`config.mk`:
```
export PLATFORM = sky130hd
export DESIGN_NAME = pipelined_addsub_flat
export DESIGN_NICKNAME = d
export VERILOG_FILES = /design/src/rtl/pipelined_addsub_pkg.sv /design/src/rtl/pipelined_addsub_if.sv /design/src/rtl/pipelined_addsub_slice.sv /design/src/rtl/pipelined_addsub.sv /design/src/flat_wrapper.sv
export SDC_FILE = /design/constraint.sdc
export NUM_CORES = 1
export LEC_CHECK = 0
export BUFFER_PORTS_ARGS = -buffer_cell sky130_fd_sc_hd__buf_2
export CAP_MARGIN = 30
export CORE_ASPECT_RATIO = 2
export CORE_MARGIN = 2
export CORE_UTILIZATION = 48
export CTS_CLUSTER_SIZE = 24
export DETAILED_ROUTE_END_ITERATION = 16
export PLACE_DENSITY_LB_ADDON = 0.25
export SYNTH_ARGS = -nofsm -noshare
export SYNTH_HDL_FRONTEND = slang
export SYNTH_HIERARCHICAL = 1
export SYNTH_SLANG_ARGS = --single-unit
```
`constraint.sdc`:
```
create_clock -name clk -period 1.9 [get_ports clk]
set_input_delay 0.38 -clock clk [delete_from_list [all_inputs] [get_ports clk]]
set_output_delay 0.38 -clock clk [all_outputs]
set_load 0.1 [all_outputs]
```
`src/rtl/pipelined_addsub_pkg.sv`:
```
// addsub_pkg: shared op/flag types and slice sizing for pipelined_addsub
package addsub_pkg;
  typedef enum logic {OP_ADD, OP_SUB} addsub_op_t;
  typedef struct packed {
    logic cout;
    logic ovf;
    logic zero;
    logic neg;
    logic sat;
  } addsub_flags_t;
  function automatic int slice_width(int width, int stages);
    return (width + stages - 1) / stages;
  endfunction
endpackage

```
`src/rtl/pipelined_addsub_if.sv`:
```
// pipelined_addsub_if: operand/result valid-ready bus of the pipelined adder/subtractor
interface pipelined_addsub_if #(parameter int WIDTH = 9);
  logic             in_valid, in_ready, sub, signed_md;
  logic             out_valid, out_ready, cout, ovf, zero, neg, sat;
  logic [WIDTH-1:0] a, b, sum;
  modport master (output in_valid, a, b, sub, signed_md, out_ready,
                  input  in_ready, out_valid, sum, cout, ovf, zero, neg, sat);
  modport slave  (input  in_valid, a, b, sub, signed_md, out_ready,
                  output in_ready, out_valid, sum, cout, ovf, zero, neg, sat);
endinterface

```
`src/rtl/pipelined_addsub_slice.sv`:
```
// addsub_slice: combinational CW-bit add of one carry-chain slice with carry in/out
module addsub_slice #(parameter int CW = 3) (
  input  logic [CW-1:0] i_a,
  input  logic [CW-1:0] i_b,
  input  logic          i_cin,
  output logic [CW-1:0] o_sum,
  output logic          o_cout
);
  assign {o_cout, o_sum} = {1'b0, i_a} + {1'b0, i_b} + {{CW{1'b0}}, i_cin};
endmodule

```
`src/rtl/pipelined_addsub.sv`:
```
// pipelined_addsub: STAGES-deep sliced adder/subtractor with valid/ready and flags; optional clamp via PIPELINED_ADDSUB_SATURATE_EN
module pipelined_addsub
  import addsub_pkg::*;
#(
  parameter int WIDTH  = 9,
  parameter int STAGES = 3
) (
  input logic              clk,
  input logic              reset_n,
  pipelined_addsub_if.slave bus
);
  localparam int CW = slice_width(WIDTH, STAGES);
  localparam int L  = STAGES - 1;
  logic             w_adv;
  logic [WIDTH-1:0] w_a [STAGES];
  logic [WIDTH-1:0] w_b [STAGES];
  logic [WIDTH-1:0] w_s [STAGES];
  logic [WIDTH-1:0] w_so [STAGES];
  logic             w_c [STAGES];
  logic             w_co [STAGES];
  logic             w_v [STAGES];
  logic             w_sm [STAGES];
  addsub_op_t       w_op [STAGES];
  logic [WIDTH-1:0] w_fin;
  logic             w_ovf, w_sat, w_am;
  logic [WIDTH-1:0] r_sum;
  addsub_flags_t    r_flags;
  logic             r_ov;
  // the whole pipe moves together; it only freezes when a result is waiting
  assign w_adv        = !r_ov || bus.out_ready;
  assign bus.in_ready = w_adv;
  assign w_op[0] = bus.sub ? OP_SUB : OP_ADD;
  assign w_a[0]  = bus.a;
  assign w_b[0]  = bus.sub ? ~bus.b : bus.b;
  assign w_s[0]  = '0;
  assign w_c[0]  = bus.sub;
  assign w_v[0]  = bus.in_valid;
  assign w_sm[0] = bus.signed_md;
  for (genvar k = 0; k < STAGES; k++) begin : g_st
    localparam int LO = k * CW;
    localparam int SW = ((WIDTH - LO) < CW) ? (WIDTH - LO) : CW;
    if (SW > 0) begin : g_add
      localparam logic [WIDTH-1:0] M = ({WIDTH{1'b1}} >> (WIDTH - SW)) << LO;
      logic [SW-1:0] w_sl;
      addsub_slice #(.CW(SW)) u_slice (
        .i_a   (w_a[k][LO +: SW]),
        .i_b   (w_b[k][LO +: SW]),
        .i_cin (w_c[k]),
        .o_sum (w_sl),
        .o_cout(w_co[k])
      );
      assign w_so[k] = (w_s[k] & ~M) | (WIDTH'(w_sl) << LO);
    end else begin : g_pass
      // ceil sizing can leave trailing slices empty; they just forward the carry
      assign w_so[k] = w_s[k];
      assign w_co[k] = w_c[k];
    end
    if (k < L) begin : g_reg
      logic [WIDTH-1:0] r_a, r_b, r_s;
      logic             r_c, r_v, r_sm;
      addsub_op_t       r_op;
      // carry the operands, partial sum and slice carry into the next stage; only valid needs reset
      always_ff @(posedge clk)
        if (!reset_n) r_v <= 1'b0;
        else if (w_adv) begin
          r_a  <= w_a[k];
          r_b  <= w_b[k];
          r_s  <= w_so[k];
          r_c  <= w_co[k];
          r_v  <= w_v[k];
          r_sm <= w_sm[k];
          r_op <= w_op[k];
        end
      assign w_a[k+1]  = r_a;
      assign w_b[k+1]  = r_b;
      assign w_s[k+1]  = r_s;
      assign w_c[k+1]  = r_c;
      assign w_v[k+1]  = r_v;
      assign w_sm[k+1] = r_sm;
      assign w_op[k+1] = r_op;
    end
  end
  assign w_am  = w_a[L][WIDTH-1];
  assign w_ovf = (w_am == w_b[L][WIDTH-1]) && (w_so[L][WIDTH-1] != w_am);
`ifdef PIPELINED_ADDSUB_SATURATE_EN
  logic w_clamp_s, w_clamp_u;
  assign w_clamp_s = w_sm[L] && w_ovf;
  assign w_clamp_u = !w_sm[L] && ((w_op[L] == OP_SUB) ? !w_co[L] : w_co[L]);
  assign w_sat     = w_clamp_s || w_clamp_u;
  assign w_fin     = w_clamp_s ? {w_am, {(WIDTH-1){!w_am}}} :
                     w_clamp_u ? {WIDTH{w_op[L] == OP_ADD}} : w_so[L];
`else
  logic [1:0] w_unused;
  assign w_unused = {w_sm[L], w_op[L] == OP_SUB};
  assign w_sat    = 1'b0;
  assign w_fin    = w_so[L];
`endif
  // output register: final result and flags, held while downstream stalls
  always_ff @(posedge clk)
    if (!reset_n) begin
      r_ov    <= 1'b0;
      r_sum   <= '0;
      r_flags <= '0;
    end else if (w_adv) begin
      r_ov    <= w_v[L];
      r_sum   <= w_fin;
      r_flags <= {w_co[L], w_ovf, w_fin == '0, w_fin[WIDTH-1], w_sat};
    end
  assign bus.out_valid = r_ov;
  assign bus.sum       = r_sum;
  assign bus.cout      = r_flags.cout;
  assign bus.ovf       = r_flags.ovf;
  assign bus.zero      = r_flags.zero;
  assign bus.neg       = r_flags.neg;
  assign bus.sat       = r_flags.sat;
endmodule

```
`src/flat_wrapper.sv`:
```
// flat-port wrapper written by rule: the top's interface ports become plain ports
module pipelined_addsub_flat import addsub_pkg::*;
#(
  parameter int WIDTH  = 9,
  parameter int STAGES = 3
)
  (clk, reset_n, bus_in_valid, bus_a, bus_b, bus_sub, bus_signed_md, bus_out_ready, bus_in_ready, bus_out_valid, bus_sum, bus_cout, bus_ovf, bus_zero, bus_neg, bus_sat);
  pipelined_addsub_if #(.WIDTH(WIDTH)) bus_i ();
  input logic clk;
  input logic reset_n;
  input wire logic [$bits(bus_i.in_valid)-1:0] bus_in_valid;
  input wire logic [$bits(bus_i.a)-1:0] bus_a;
  input wire logic [$bits(bus_i.b)-1:0] bus_b;
  input wire logic [$bits(bus_i.sub)-1:0] bus_sub;
  input wire logic [$bits(bus_i.signed_md)-1:0] bus_signed_md;
  input wire logic [$bits(bus_i.out_ready)-1:0] bus_out_ready;
  output wire logic [$bits(bus_i.in_ready)-1:0] bus_in_ready;
  output wire logic [$bits(bus_i.out_valid)-1:0] bus_out_valid;
  output wire logic [$bits(bus_i.sum)-1:0] bus_sum;
  output wire logic [$bits(bus_i.cout)-1:0] bus_cout;
  output wire logic [$bits(bus_i.ovf)-1:0] bus_ovf;
  output wire logic [$bits(bus_i.zero)-1:0] bus_zero;
  output wire logic [$bits(bus_i.neg)-1:0] bus_neg;
  output wire logic [$bits(bus_i.sat)-1:0] bus_sat;
  assign bus_i.in_valid = bus_in_valid;
  assign bus_i.a = bus_a;
  assign bus_i.b = bus_b;
  assign bus_i.sub = bus_sub;
  assign bus_i.signed_md = bus_signed_md;
  assign bus_i.out_ready = bus_out_ready;
  assign bus_in_ready = bus_i.in_ready;
  assign bus_out_valid = bus_i.out_valid;
  assign bus_sum = bus_i.sum;
  assign bus_cout = bus_i.cout;
  assign bus_ovf = bus_i.ovf;
  assign bus_zero = bus_i.zero;
  assign bus_neg = bus_i.neg;
  assign bus_sat = bus_i.sat;
  pipelined_addsub #(.WIDTH(WIDTH), .STAGES(STAGES)) u_core (.clk(clk), .reset_n(reset_n), .bus(bus_i));
endmodule
```
== Word-level counts from Yosys, hierarchy flattened ==
Cells that the tools add are included.

* Register bits: 63
* Input bits: 24

* Add/subtract/negate cells: 6
* Equal/unequal tests: 2
* Mux-type cells: 1
* Bitwise operators: 3
* Reduce and logical (&&, ||, !) cells: 5

{| class="wikitable"
|+ Operator list
! operator !! number
|-
| adder 3 x 3 -> 4 bit || 3
|-
| adder 4 x 1 -> 4 bit || 3
|-
| zero test 9 bit || 1
|-
| 2-to-1 mux 9 bit || 1
|-
| inverter 9 bit || 1
|-
| OR 6 x 9 -> 9 bit || 1
|-
| OR 3 x 6 -> 6 bit || 1
|-
| AND reduction 2 bit || 1
|-
| equality test 1 bit || 1
|-
| logical AND 1 bit || 1
|-
| zero test 1 bit || 1
|-
| logical OR 1 bit || 1
|-
| != test 1 bit || 1
|}

== Depth between registers and ports, before layout ==
Gate-level depths: netlist of the first run.

* Depth in word-level cells: 5
* Depth in mapped cells: 7
* Depth with buffers taken out: 7

== Hierarchy ==
The synthesis of the first run kept the hierarchy.

{| class="wikitable"
|+ By module, submodules not included
! module !! instances !! cells an instance !! area each (sq um)
|-
| pipelined_addsub || 1 || 110 || 1567.8
|-
| addsub_slice || 3 || 15 || 113.9
|}

== Worst setup path after synthesis of the first run ==
OpenSTA, ideal clock, no wires.

* Path type: register to register
* Start: register u_core.r_ov, in the netlist u_core/bus.out_valid
* End: register u_core.g_st[0].g_reg.r_a[3] (enable)
* Arrival: 2068 ps
* Required time: 1511 ps
* Setup slack: -556 ps
* Cell stages (with the launch flop): 5
* Path buffers: 1
* Clock period less this slack: 2456 ps
* Path through: dfxtp_1 -> nor2b_4 -> inv_2 -> buf_6 -> and2_1

* Cells in the longest elaborated chain, start to end: 3

{| class="wikitable"
|+ RTL lines
! item !! RTL line !! source
|-
| from (decl) || pipelined_addsub.sv:28 || <nowiki>logic r_ov;</nowiki>
|-
| from (signal assigned) || pipelined_addsub.sv:105 || <nowiki>r_ov <= w_v[L];</nowiki>
|-
| zero test 1 bit || pipelined_addsub.sv:30 || <nowiki>assign w_adv = !r_ov || bus.out_ready;</nowiki>
|-
| logical OR 1 bit || pipelined_addsub.sv:30 ||
|-
| via bus_in_ready || flat_wrapper.sv:17 || <nowiki>output wire logic [$bits(bus_i.in_ready)-1:0] bus_in_ready;</nowiki>
|-
| AND reduction 2 bit (no line) || n/a ||
|-
| to (signal assigned) || pipelined_addsub.sv:66 || <nowiki>r_a <= w_a[k];</nowiki>
|-
| to (decl) || pipelined_addsub.sv:59 || <nowiki>logic [WIDTH-1:0] r_a, r_b, r_s;</nowiki>
|}

The timed path passes the listed nets, and every way through them passes these cells.
A chain may end at the register's enable or synchronous reset.

== Final worst setup path of the first run ==
* Start: register u_core.g_st[1].g_reg.r_c
* End: register u_core.r_flags, in the netlist u_core/bus.ovf

* Cells in the longest elaborated chain, start to end: 4

{| class="wikitable"
|+ RTL lines
! item !! RTL line !! source
|-
| from (decl) || pipelined_addsub.sv:60 || <nowiki>logic r_c, r_v, r_sm;</nowiki>
|-
| from (signal assigned) || pipelined_addsub.sv:69 || <nowiki>r_c <= w_co[k];</nowiki>
|-
| adder 4 x 1 -> 4 bit || pipelined_addsub_slice.sv:9 || <nowiki>assign {o_cout, o_sum} = {1'b0, i_a} + {1'b0, i_b} + {{CW{1'b0}}, i_cin};</nowiki>
|-
| via u_core.g_st[2].g_add.w_sl[2] || pipelined_addsub.sv:44 || <nowiki>logic [SW-1:0] w_sl;</nowiki>
|-
| OR 6 x 9 -> 9 bit || pipelined_addsub.sv:52 || <nowiki>assign w_so[k] = (w_s[k] & ~M) | (WIDTH'(w_sl) << LO);</nowiki>
|-
| != test 1 bit || pipelined_addsub.sv:84 || <nowiki>assign w_ovf = (w_am == w_b[L][WIDTH-1]) && (w_so[L][WIDTH-1] != w_am);</nowiki>
|-
| logical AND 1 bit || pipelined_addsub.sv:84 ||
|-
| to (signal assigned) || pipelined_addsub.sv:107 || <nowiki>r_flags <= {w_co[L], w_ovf, w_fin == '0, w_fin[WIDTH-1], w_sat};</nowiki>
|-
| to (decl) || pipelined_addsub.sv:27 || <nowiki>addsub_flags_t r_flags;</nowiki>
|}

The timed path passes the listed nets, and every way through them passes these cells.

==> results of run 1 <==
[worst max-delay path by stage]
| stage | from | end | slack [ns] |
|---|---|---|---|
| after floorplan | u_core/g_st[1].g_reg.r_a[6] | u_core/bus.ovf | 0.01 |
| after global placement | u_core/g_st[1].g_reg.r_a[6] | u_core/bus.ovf | -0.06 |
| after detailed placement | u_core/g_st[1].g_reg.r_a[6] | u_core/bus.ovf | -0.1 |
| after CTS | u_core/g_st[1].g_reg.r_a[6] | u_core/bus.ovf | -0.08 |
| after global routing | u_core/g_st[1].g_reg.r_c | u_core/bus.ovf | -0.13 |
| final | u_core/g_st[1].g_reg.r_c | u_core/bus.ovf | -0.04 |
[Yosys cell counts]
library cell	instances	area, um2
dfxtp_1	15	300.3
nor2_1	1	3.750
nand2_1	28	105.1
inv_2	1	3.750
xnor2_1	3	26.28
nor3_1	1	5.000
edfxtp_1	29	870.8
o21ai_0	1	5.000
a21boi_1	9	67.56
o21ai_1	3	15.01
conb_1	1	3.750
buf_2	1	5.000
nor4_1	1	6.260
a31oi_1	1	6.260
nand4_1	1	6.260
or3b_1	1	8.760
o21a_1	1	7.510
fa_1	6	120.1
a21boi_0	4	30.03
buf_4	3	22.52
and2_1	1	6.260
clkbuf_1	1	3.750
nor2b_4	1	13.76
a21oi_1	3	15.01
ha_1	6	75.07
nand3b_1	1	7.510
inv_1	21	78.83
buf_6	1	11.26
xor2_1	9	78.83
[through the flow]
stage                     hold slack [ns]  utilization, %  std cells  area (um2)  total power, mW
final                              0.2637           59.47        251        2286            2.364
after global routing               0.2411           59.47        251        2286            2.489
after CTS                          0.2518           59.28        250        2278            2.389
after detailed placement           0.4052           56.45        242        2170            1.707
after global placement             0.4007           56.45        242        2170            1.684
after floorplan                    0.4003               -        155        1928            1.599
[power by group through the flow]
stage | Clock [mW] | Combinational (mW) | Sequential [mW]
3_5_place_dp | 0 | 0.519 | 1.19
4_1_cts | 0.701 | 0.522 | 1.17
2_1_floorplan | 0 | 0.222 | 1.38
3_3_place_gp | 0 | 0.502 | 1.18
6_report | 0.677 | 0.520 | 1.17
5_1_grt | 0.751 | 0.562 | 1.18
[critical path, stage by stage, from the launching register on]
cell,delay (ns)
edfxtp_1,0.35
inv_2,0.05
fa_2,0.39
fa_2,0.36
xnor2_2,0.19
or3b_1,0.37
a31oi_1,0.16
[metal layers]
metal / GRT usage [%] / routed length [um]
met1: 12.92 / 901
met2: 27.66 / 1630
met4: 6.905 / 61
met5: 0 / 0
met3: 4.952 / 153
[kinds of logic (layout without fill, tap and decap cells)]
family	after synthesis	after routing	synth area share, %
other cells	1	1	0.1964
compound gates	22	22	7.667
flops	44	44	61.34
simple gates	36	36	8.519
buf+inv	28	73	6.553
fa+ha+maj	12	12	10.22
xor+xnor	12	12	5.505
[final cells by class]
| cell class | instances | share of cell area [%] |
|---|---|---|
| clock inverters | 1 | 1.314 |
| inverters | 22 | 3.612 |
| flip-flops and latches | 44 | 51.29 |
| repair buffers | 43 | 10.07 |
| multi-input cells | 83 | 27.59 |
| clock buffers | 7 | 3.339 |
| well taps | 51 | 2.791 |
[state kept, by name, summed over array words and instances, names as in the netlist, 2 cells and up]
| name | cells |
|---|---|
| u_core/g_st.g_reg.r_a | 9 |
| u_core/g_st.g_reg.r_s | 9 |
| u_core/g_st.g_reg.r_v | 2 |
| u_core/bus.sum | 9 |
| u_core/g_st.g_reg.r_c | 2 |
| u_core/g_st.g_reg.r_b | 9 |
[what timing repair did]
item	4_1_cts	5_1_grt
setup endpoints to repair	2	2
pin swaps	1	3
hold endpoints to repair	0	0
setup buffers	0	1
gates cloned	0	0
gates resized for setup	2	2
==> out/qor.yml, run 1 <==
synth:
  syn-num-nets: 191
  syn_avg_cell_area_um2: 12.32
  ys_ff_latch: 44
  synth_cell_type_count: 29
  syn-cell-area_mm2: 0.001909
  synthCells: 155
  seq_area_frac_synth_pct: 61.34
  synth_warnings: 6
setup_path:
  r2r-start: "u_core/g_st[1].g_reg.r_c"
  r2r-end: "u_core/bus.ovf"
  setup.worst_path.class: "flop to flop"
  reg2regPathDepth: 6
  endpoint_kind: "flop"
  startpoint_type: "flop"
  cp.arrival_ns: 2.15
  reg2reg_slack_ns: -0.04
  cp.required_ns: 2.11
  crit_fanout: 3
drt:
  drc: 0
  drtIter0Drc: 18
  vias: 1197
  wl_per_cell_um: 10.94
  drt-vias-per-instance: 4.769
  dr.pass1.iters: 4
  routed_wl_mm: 2.746
  drtAntennaViolNets: 0
status:
  status: "finished, violations left"
  violations: "negative setup slack"
place:
  portBuffers: 37
  place_congestion: 0.7095
  dpl_worst_slack_ns: -0.09575
  hpwl_mm: 2.095
global_route:
  grt_max_degree: 30
  grt_pass1_vias: 1248
  overflow: 0
  grt_pass1_wl_mm: 4.926
  antenna_found_initial: 0
  grt_usage_pct: 14.37
power:
  pwr-share-comb_pct: 22.0
  p_sw_share_pct: 29.52
  p_int_mw: 1.666
  powerDensity_mw_per_mm2: 1034
  p_switching_mw: 0.6976
  power_frac_clock_pct: 28.7
  ir_drop_mv: 0.6916
  p_leak_nw: 1.017
  seq_power_share_pct: 49.3
clock_tree:
  h-tree-depth: 2
  clock_latency_ns: 0.28
  cts_buffers: 5
  clockBufferDepth: 2
  cts.sinks: 44
  path_clk_slew_ns: 0.08
  cts_tree: "yes"
  cts_root_buffer: "clkbuf_8"
  hold_buffers: 0
sta:
  rsz0062_at_grt: "yes"
  hold_violations: 0
  fin_ws_ns: -0.03662
  tns_ns: -0.03662
  finalSetupViolCount: 1
  drv_slew: 0
  fin_crit_ns: 1.937
  fin_skew_ns: 0.004338
  finalCritPeriodShare_pct: 101.9
  fmax_mhz: 516.4
die:
  fp.dieH_um: 93.19
  num_rows: 32
  die_area_mm2: 0.004529
  die_w_um: 48.60
  start_util_pct: 49.67
  fp.coreArea_mm2: 0.003844
  io_pins: 40
finish:
  antenna_cells: 0
  area_growth_pct: 19.72
  regArea_mm2: 0.001172
  drive_gt1_share_pct: 29.50
  layout_common_cells: "buf_2, edfxtp_1, nand2_1"
  multi_input_area_um2: 630.6
  n_fill_cell: 354
  final_common_cell: "buf_2"
  nets: 235
worst_hold_path:
  min_path_cells: 1
  min_to: "u_core/g_st[0].g_reg.r_a[8]"
  hp-class: "primary input to flop"
  hp-start: "bus_a[8]"
flow_run:
  max_cap_viol_count: 0
No activity file was read; power rests on OpenSTA's default activity.
==> run 2, diff against run 1 <==
Settings changed: CORE_UTILIZATION 48 to 55, SETUP_SLACK_MARGIN set to 0.15.
Clock period 1.9 ns to 2.4 ns, I/O delays scaled along.
==> run 2 against run 1 <==
Effect of this change:
- the flow now finishes without violations
- sequential power decreased by 21%
- highest routed layer unchanged
- clock power shrank 38%
- routed wire length fell by 1.1%
- first-iteration DRC count is 22% lower
- combinational power shrank 23%
- critical endpoint unchanged
- non-clock buffer count shrank 4
- sequential share of layout area rose by 2.0 points
==> out/qor.yml, run 2 (synthesis gave the netlist of run 1 again) <==
sta:
  fin_ws_ns: 0.2914  # +0.3280 ns
  worst_pin_slew_ns: 0.6261
  rsz0062_at_grt: "no"
  finalSetupViolCount: 0  # -1
  slew-limit-headroom_pct: 58.26
  drv_slew: 0  # unchanged
  fin_crit_ns: 2.109  # +0.1720 ns
  hold_violations: 0  # unchanged
  tns_ns: 0  # +0.03662 ns
  fmax_mhz: 474.2  # -8.2%
  finalCritPeriodShare_pct: 87.86  # -14 points
  fin_skew_ns: 0.004354  # +0.00001593 ns
finish:
  n_fill_cell: 275  # -22%
  nets: 231  # -1.7%
  fin_cells: 227  # -9.6%
  area_growth_pct: 15.14
  drive_gt1_share_pct: 26.15  # -3.3 points
  final_common_cell: "buf_2"
  regArea_mm2: 0.001172  # unchanged
  multi_input_area_um2: 621.8  # -1.4%
  antenna_cells: 0  # unchanged
  final_area_mm2: 0.002198  # -3.8%
  layout_common_cells: "buf_2, edfxtp_1, nand2_1"
global_route:
  grt_pass1_wl_mm: 4.609  # -6.4%
  grt_max_degree: 30  # unchanged
  overflow: 0  # unchanged
  grt_usage_pct: 16.16  # +1.8 points
  grt_pass1_vias: 1189  # -4.7%
  antenna_found_initial: 0  # unchanged
setup_path:
  cp.required_ns: 2.61  # +0.50 ns
  crit_fanout: 4  # +1
  setup.worst_path.class: "flop to flop"
  endpoint_kind: "flop"
  startpoint_type: "flop"
  cp.arrival_ns: 2.32  # +0.17 ns
drt:
  vias: 1188  # -0.75%
  dr.pass1.iters: 3  # -1
  drt-vias-per-instance: 5.233  # +9.7%
  drtAntennaViolNets: 0  # unchanged
  wl_per_cell_um: 11.96  # +9.4%
  routed_wl_mm: 2.716  # -1.1%
  drc: 0  # unchanged
  drtIter0Drc: 14  # -4
place:
  hpwl_mm: 2.207  # +5.3%
  dpl_worst_slack_ns: 0.2207  # +0.3165 ns
  place_congestion: 0.7913  # +12%
  placedCellCount: 220  # -9.1%
  portBuffers: 37  # unchanged
  placed_area_mm2: 0.002110  # -2.8%
clock_tree:
  cts_buffers: 5  # unchanged
  cts.sinks: 44  # unchanged
  clockBufferDepth: 2  # unchanged
  cts_tree: "yes"
  cts_setup_buffers: 0  # unchanged
  path_clk_slew_ns: 0.08  # about the same
  h-tree-depth: 2  # unchanged
  cts_root_buffer: "clkbuf_8"
  clock_latency_ns: 0.28  # about the same
power:
  ir_drop_mv: 0.5222  # -24%
  powerDensity_mw_per_mm2: 793.4  # -23%
  p_leak_nw: 0.9877  # -2.8%
flow_run:
  max_cap_viol_count: 0  # unchanged
die:
  die_w_um: 45.66  # -6.0%
  io_pins: 40  # unchanged
  fp.coreArea_mm2: 0.003341  # -13%
  fp.dieH_um: 87.33  # -6.3%
  num_rows: 30  # -6.3%
  die_area_mm2: 0.003987  # -12%
  start_util_pct: 57.15  # +7.5 points
status:
  status: "complete, no violations"
worst_hold_path:
  hp-class: "primary input to flop"
==> run 2: cell types whose count changed in the layout (fill, tap and decap cells not counted), sizes merged <==
cell	previous run	this run
buf	43	39
bufinv	1	0
clkinvlp	0	1
clkbuf	7	5
clkinv	0	1
==> run 2: per-stage QoR <==
stage | hold WS, ns | util (%) | total power [mW]
global route | 0.3472 | 65.81 | 1.836
finish | 0.3672 | 65.81 | 1.744
global placement | 0.4014 | 63.15 | 1.319
floorplan | 0.4003 | - | 1.260
detailed placement | 0.4057 | 63.15 | 1.342
CTS | 0.3562 | 65.58 | 1.764
==> run 2: final timing paths <==
path                                             startpoint                           to  slack [ns]  cells after the start
worst max-delay path            u_core/g_st[1].g_reg.r_a[6]               u_core/bus.ovf        0.29                      6
worst min-delay path                               bus_a[8]  u_core/g_st[0].g_reg.r_a[8]        0.37                      1
worst max register to register  u_core/g_st[1].g_reg.r_a[6]               u_core/bus.ovf        0.29                      6
worst min register to register  u_core/g_st[0].g_reg.r_b[6]  u_core/g_st[1].g_reg.r_b[6]        0.42                      0
==> run 2: metal layers <==
metal  track usage, %  up-vias  routed length, um
li1                 -      581                  -
met4            6.952        0                 78
met3            4.564       10                149
met5                0        -                  0
met1            13.48      559                829
met2            31.50       38               1658
==> run 2: where the power goes <==
part,internal [mW],leakage [nW],switching (mW),total (mW)
sequential,0.895,0.408,0.0275,0.922
clock,0.197,0.0400,0.223,0.420
combinational,0.103,0.540,0.300,0.402
==> run 2: repair_timing <==
action	CTS	global route
hold buffers	0	0
resized for setup	0	1
setup endpoints to repair	0	1
==> run 2: cell type report <==
| class | count | area share, % |
|---|---|---|
| clock buffer | 5 | 3.130 |
| clock inverter | 2 | 0.5692 |
| inverter | 22 | 3.756 |
| multi-input combinational | 83 | 28.29 |
| sequential | 44 | 53.33 |
| tap | 32 | 1.821 |
| timing repair buffer | 39 | 9.106 |
==> run 2: critical path, stage by stage (launching register included) <==
cell and delay, ns:
edfxtp_1 0.33, inv_1 0.05, fa_1 0.45, fa_1 0.42, xnor2_2 0.24, or3b_1 0.38
a31oi_1 0.16
